[config.mk]
export PLATFORM = sky130hd
export DESIGN_NAME = exe_mem_pipe_stage
export DESIGN_NICKNAME = d
export VERILOG_FILES = /design/src/rtl/pipe_pkg.sv /design/src/rtl/pipe_skid_buf.sv /design/src/rtl/exe_mem_pipe_stage.sv
export SDC_FILE = /design/constraint.sdc
export NUM_CORES = 1
export LEC_CHECK = 0
export BUFFER_PORTS_ARGS = -buffer_cell sky130_fd_sc_hd__buf_2
export CAP_MARGIN = 30
export CORE_ASPECT_RATIO = 0.75
export CORE_MARGIN = 5
export CORE_UTILIZATION = 50
export DETAILED_ROUTE_END_ITERATION = 16
export GPL_TIMING_DRIVEN = 1
export MAX_ROUTING_LAYER = met4
export PLACE_DENSITY_LB_ADDON = 0.12
export SETUP_SLACK_MARGIN = 0.02
export SKIP_CTS_REPAIR_TIMING = 1
export SLEW_MARGIN = 20
export SYNTH_ARGS = -nofsm -noshare
export SYNTH_HDL_FRONTEND = slang
export SYNTH_SLANG_ARGS = --single-unit
[constraint.sdc]
create_clock -name clk -period 4 [get_ports clk]
set_input_delay 1 -clock clk [delete_from_list [all_inputs] [get_ports clk]]
set_output_delay 1 -clock clk [all_outputs]
set_load 0.01 [all_outputs]
[src/rtl/pipe_pkg.sv]
// Shared EXE/MEM pipeline definitions: default field widths, control bundle and payload sizing.
package pipe_pkg;

    localparam int unsigned PC_W_DEF    = 32;
    localparam int unsigned INSTR_W_DEF = 32;
    localparam int unsigned DATA_W_DEF  = 32;
    localparam int unsigned REG_W_DEF   = 4;

    typedef struct packed {
        logic mem_read;
        logic mem_write;
        logic wb_en;
    } ctrl_t;

    localparam int unsigned CTRL_W = $bits(ctrl_t);

    // Packed payload layout, MSB first: pc, instruction, dst, alu_res, val_rm, ctrl.
    function automatic int unsigned payload_w(input int unsigned pc_w, input int unsigned instr_w,
                                              input int unsigned reg_w, input int unsigned data_w);
        return pc_w + instr_w + reg_w + 2 * data_w + CTRL_W;
    endfunction

endpackage

[src/rtl/pipe_skid_buf.sv]
// Single skid entry: catches one payload while the downstream register is stalled.
module pipe_skid_buf #(
    parameter int unsigned W = 8
) (
    input  logic         clk,
    input  logic         rst_n,
    input  logic         flush,
    input  logic         push,
    input  logic         pop,
    input  logic [W-1:0] push_data,
    output logic         valid,
    output logic         ready,
    output logic [W-1:0] data
);

    // ready is kept as its own flop so the upstream sees a register, not logic.
    always_ff @(posedge clk or negedge rst_n) begin
        if (!rst_n) begin
            valid <= 1'b0;
            ready <= 1'b1;
            data  <= '0;
        end else if (flush) begin
            valid <= 1'b0;
            ready <= 1'b1;
        end else if (push) begin
            valid <= 1'b1;
            ready <= 1'b0;
            data  <= push_data;
        end else if (pop) begin
            valid <= 1'b0;
            ready <= 1'b1;
        end
    end

endmodule

[src/rtl/exe_mem_pipe_stage.sv]
// EXE->MEM pipeline register with valid/ready handshake, flush and optional skid entry.
module exe_mem_pipe_stage
    import pipe_pkg::*;
#(
    parameter int unsigned PC_W    = PC_W_DEF,
    parameter int unsigned INSTR_W = INSTR_W_DEF,
    parameter int unsigned DATA_W  = DATA_W_DEF,
    parameter int unsigned REG_W   = REG_W_DEF,
    parameter int unsigned SKID_EN = 1
) (
    input  logic               clk,
    input  logic               rst_n,
    input  logic               flush,
    input  logic               in_valid,
    output logic               in_ready,
    input  logic [PC_W-1:0]    pc_in,
    input  logic [INSTR_W-1:0] instruction_in,
    input  logic [REG_W-1:0]   dst_in,
    input  logic [DATA_W-1:0]  ALU_res_in,
    input  logic [DATA_W-1:0]  val_Rm_in,
    input  logic               mem_read_in,
    input  logic               mem_write_in,
    input  logic               WB_en_in,
    output logic               out_valid,
    input  logic               out_ready,
    output logic [PC_W-1:0]    pc,
    output logic [INSTR_W-1:0] instruction,
    output logic [REG_W-1:0]   dst_out,
    output logic [DATA_W-1:0]  ALU_res_out,
    output logic [DATA_W-1:0]  val_Rm_out,
    output logic               mem_read_out,
    output logic               mem_write_out,
    output logic               WB_en_out
);

    localparam int unsigned PW     = payload_w(PC_W, INSTR_W, REG_W, DATA_W);
    localparam int unsigned DATA_PW = PW - CTRL_W;

    ctrl_t                ctrl_in;
    ctrl_t                ctrl_q;
    logic [PW-1:0]        in_payload;
    logic [PW-1:0]        src_payload;
    logic [PW-1:0]        skid_data;
    logic [DATA_PW-1:0]   main_data;
    logic                 skid_valid;
    logic                 accept;
    logic                 load;
    logic                 src_valid;

    assign ctrl_in    = '{mem_read: mem_read_in, mem_write: mem_write_in, wb_en: WB_en_in};
    assign in_payload = {pc_in, instruction_in, dst_in, ALU_res_in, val_Rm_in, ctrl_in};

    assign accept      = in_valid & in_ready;
    assign load        = !out_valid | out_ready;
    // The skid entry is older than anything on the input, so it always wins the main register.
    assign src_valid   = skid_valid | accept;
    assign src_payload = skid_valid ? skid_data : in_payload;

    generate
        if (SKID_EN != 0) begin : g_skid
            logic skid_ready;

            pipe_skid_buf #(
                .W (PW)
            ) u_skid (
                .clk       (clk),
                .rst_n     (rst_n),
                .flush     (flush),
                .push      (accept & !load),
                .pop       (load),
                .push_data (in_payload),
                .valid     (skid_valid),
                .ready     (skid_ready),
                .data      (skid_data)
            );

            assign in_ready = skid_ready;
        end else begin : g_no_skid
            assign skid_valid = 1'b0;
            assign skid_data  = '0;
            assign in_ready   = load;
        end
    endgenerate

    // Main register: controls are zeroed on bubbles, data fields keep their last value.
    always_ff @(posedge clk or negedge rst_n) begin
        if (!rst_n) begin
            out_valid <= 1'b0;
            main_data <= '0;
            ctrl_q    <= '0;
        end else if (flush) begin
            out_valid <= 1'b0;
            ctrl_q    <= '0;
        end else if (load) begin
            out_valid <= src_valid;
            if (src_valid) begin
                main_data <= src_payload[PW-1:CTRL_W];
                ctrl_q    <= ctrl_t'(src_payload[CTRL_W-1:0]);
            end else begin
                ctrl_q    <= '0;
            end
        end
    end

    assign {pc, instruction, dst_out, ALU_res_out, val_Rm_out} = main_data;
    assign mem_read_out  = ctrl_q.mem_read;
    assign mem_write_out = ctrl_q.mem_write;
    assign WB_en_out     = ctrl_q.wb_en;

endmodule
==> results.py <==
metrics = {
    "clocking": {
        "cts_tree": "built",
        "cts_buffers": 28,
        "clkTransAtPathRegs_ns": 0.06,
        "clock-root-buffer": "clkbuf_16",
        "clk_path_buf_depth": 3,
        "cts_max_level": 1,
        "cts_sinks": 273,
        "clock_latency_ns": 0.53,
    },
    "routing": {
        "via_count": 6892,
        "ant_nets": 0,
        "drt-initial-drc-count": 271,
        "wl_per_cell_um": 18.8,
        "routed_via_density": 5.16,
        "drc": 0,
        "dr.pass1.iters": 4,
        "wl_um": 25000,
    },
    "min_path": {
        "hp-class": "input port to asynchronous set/reset pin",
    },
    "worst_setup_path": {
        "r2r-start": "g_skid.u_skid.valid$_DFFE_PN0P_",
        "crit_end": "main_data[25]$_DFFE_PN0P_",
        "cp-startpoint": "g_skid.u_skid.valid$_DFFE_PN0P_",
        "timing.rr.end": "main_data[25]$_DFFE_PN0P_",
        "cp.arrival_ns": 2.91,
        "rrSetupSlack_ns": 1.51,
        "startpoint_type": "register",
        "rr_worst_depth": 4,
        "worstSetupPathType": "register to register",
        "crit_chain": "a21oi_1 -> nor3_4 -> buf_12 -> mux2_2",
        "crit_fanout": 96,
        "cp.depth": 4,
        "endpoint_kind": "register",
        "crit_buf_inv": 1,
        "cp.required_ns": 4.41,
        "path_delay_family": "flip-flops",
        "cpPeakStageDelay_ns": 0.89,
        "cpMaxStageDelayCell": "dfrtp_4",
    },
    "timing": {
        "slew_viol_final": 0,
        "finalCriticalPeriod_ns": 2.49,
        "finalSetupViolCount": 0,
        "clock.fmax_mhz": 401,
        "tightest_slew_ns": 0.734,
        "rsz0062_at_grt": "false",
        "setup_tns_ns": 0,
        "fin_crit_sh": 0.623,
        "slew_headroom": 0.510,
        "worst_slack_ns": 1.51,
        "finClkSkew_ns": 0.0122,
        "hold_slack_ns": 0.411,
        "hold_viol_final": 0,
    },
    "placement": {
        "pre_cts_ws_ns": 1.02,
        "io_buffers": 276,
        "gp_congestion": 0.758,
        "dp_cells": 1276,
        "place_hpwl_um": 16700,
    },
    "floorplanning": {
        "die_w_um": 187,
        "io_pins": 277,
        "dieArea_um2": 26700,
        "coreArea_um2": 23100,
        "die_h_um": 143,
        "fp-row-count": 48,
        "start_util": 0.509,
    },
    "grt": {
        "grt_use_total": 0.192,
        "grt_antenna_before_repair": 7,
        "grt_pass1_wl_um": 40800,
        "grt-ovfl-total": 0,
        "grt_pass1_vias": 7299,
        "grt_max_degree": 97,
    },
    "pwr": {
        "p_sw_mw": 2.00,
        "p_per_area_nw_per_um2": 557,
        "p_sw_frac": 0.248,
        "peakVddDrop_mv": 0.379,
        "p_int_mw": 6.06,
        "pwr-share-clk": 0.361,
        "p_leak_nw": 6.56,
        "seqPwrFrac": 0.462,
        "pwr-share-comb": 0.177,
    },
    "synthesis": {
        "synth.cell_area_um2": 11800,
        "avgSynthCellArea_um2": 16.0,
        "synth-seq-area-share": 0.580,
        "yosysWarnings": 0,
        "syn_nets": 875,
        "yosysUniqueCellTypes": 22,
        "synthCells": 735,
        "ys_ff_latch": 273,
    },
    "cells_and_area": {
        "multi_input_area_um2": 4640,
        "area_growth_pct": 22.8,
        "fin_nets": 1146,
        "layout.cells.non_filler": 1335,
        "fill_cells": 1795,
        "layout_commonest_cell": "mux2_2",
        "drive_above_1_share": 0.670,
        "regArea_um2": 6840,
        "final_cell_mix": "mux2_2, buf_2, dfrtp_1",
    },
    "run_status": {
        "status": "complete, no violations",
    },
    "job": {
        "max_cap_viol_count": 0,
    },
}
[cell usage after synthesis]
cell | count | area, µm²
a21oi_1 | 1 | 5.00
mux2i_1 | 3 | 30.0
clkbuf_1 | 3 | 11.3
nor3_2 | 1 | 10.0
o21ai_0 | 1 | 5.00
a22o_1 | 3 | 26.3
nor2_1 | 4 | 15.0
nor2b_1 | 1 | 6.26
and3_1 | 1 | 6.26
buf_8 | 5 | 75.1
buf_1 | 5 | 18.8
buf_4 | 17 | 128
dfrtp_1 | 272 | 6810
mux2_1 | 50 | 563
buf_6 | 1 | 11.3
and2_1 | 1 | 6.26
or2_2 | 1 | 6.26
dfstp_2 | 1 | 26.3
nor3b_4 | 1 | 18.8
inv_1 | 1 | 3.75
mux2_2 | 349 | 3930
buf_2 | 13 | 65.1
[through the flow]
step | util | area, µm² | power, mW
after floorplan | - | 11800 | 4.57
after global placement | 0.579 | 13400 | 5.15
after detailed placement | 0.579 | 13400 | 5.22
after CTS | 0.624 | 14400 | 8.17
after global routing | 0.625 | 14500 | 8.49
final | 0.625 | 14500 | 8.06
[state kept, by name, indices dropped and copies added, names as in the netlist]
signal,flops
mem_read_out,1
main_data,132
WB_en_out,1
g_skid.u_skid.valid,1
g_skid.u_skid.ready,1
g_skid.u_skid.data,135
mem_write_out,1
out_valid,1
[kinds of logic (layout without fill, tap and decap cells)]
kind of cell           Yosys count  count (layout)  synth area share
other                            0               8                 0
multiplexers                   402             402             0.384
AO/OA/AOI/OAI                    5               5           0.00308
flip-flops                     273             273             0.580
buffers and inverters           45             337            0.0266
AND/OR/NAND/NOR                 10              10           0.00585
[metal layers]
metal | share of wire | track usage
met4 | 0.020 | 0.0459
met1 | 0.47 | 0.267
met2 | 0.44 | 0.278
met5 | 0 | -
met3 | 0.074 | 0.0611
[power groups by stage]
stage          logic (mW)  clock network (mW)  registers [mW]
6_report             1.42                2.91            3.72
2_1_floorplan       0.731                   0            3.84
3_5_place_dp         1.45                   0            3.77
4_1_cts              1.45                2.99            3.73
3_3_place_gp         1.41                   0            3.75
5_1_grt              1.56                3.11            3.81
[how the worst min path moves through the flow]
stage | slack [ns] | end | from | cells past startpoint
global route | 0.46 | main_data[3]$_DFFE_PN0P_ | rst_n | 1
detailed placement | 0.47 | g_skid.u_skid.data[88]$_DFFE_PN0P_ | g_skid.u_skid.data[88]$_DFFE_PN0P_ | 1
finish | 0.41 | g_skid.u_skid.data[6]$_DFFE_PN0P_ | rst_n | 1
CTS | 0.43 | g_skid.u_skid.data[6]$_DFFE_PN0P_ | rst_n | 1
global placement | 0.46 | g_skid.u_skid.data[102]$_DFFE_PN0P_ | g_skid.u_skid.data[102]$_DFFE_PN0P_ | 1
floorplan | 0.45 | g_skid.u_skid.data[100]$_DFFE_PN0P_ | g_skid.u_skid.data[100]$_DFFE_PN0P_ | 1
[area by class of cell]
| type | instances | share of cell area |
|---|---|---|
| Sequential cell | 273 | 0.473 |
| Multi-Input combinational cell | 417 | 0.321 |
| Timing Repair Buffer | 285 | 0.106 |
| Clock buffer | 39 | 0.0576 |
| Tap cell | 300 | 0.0260 |
| Clock inverter | 12 | 0.0150 |
| Antenna cell | 8 | 0.00138 |
| Inverter | 1 | 0.000260 |
[worst reg2reg max path: stages (launching register included)]
cell	delay (ns)
dfrtp_4	0.89
a21oi_1	0.20
nor3_4	0.27
buf_12	0.42
mux2_2	0.60
Power figures use the tool's default switching activity.
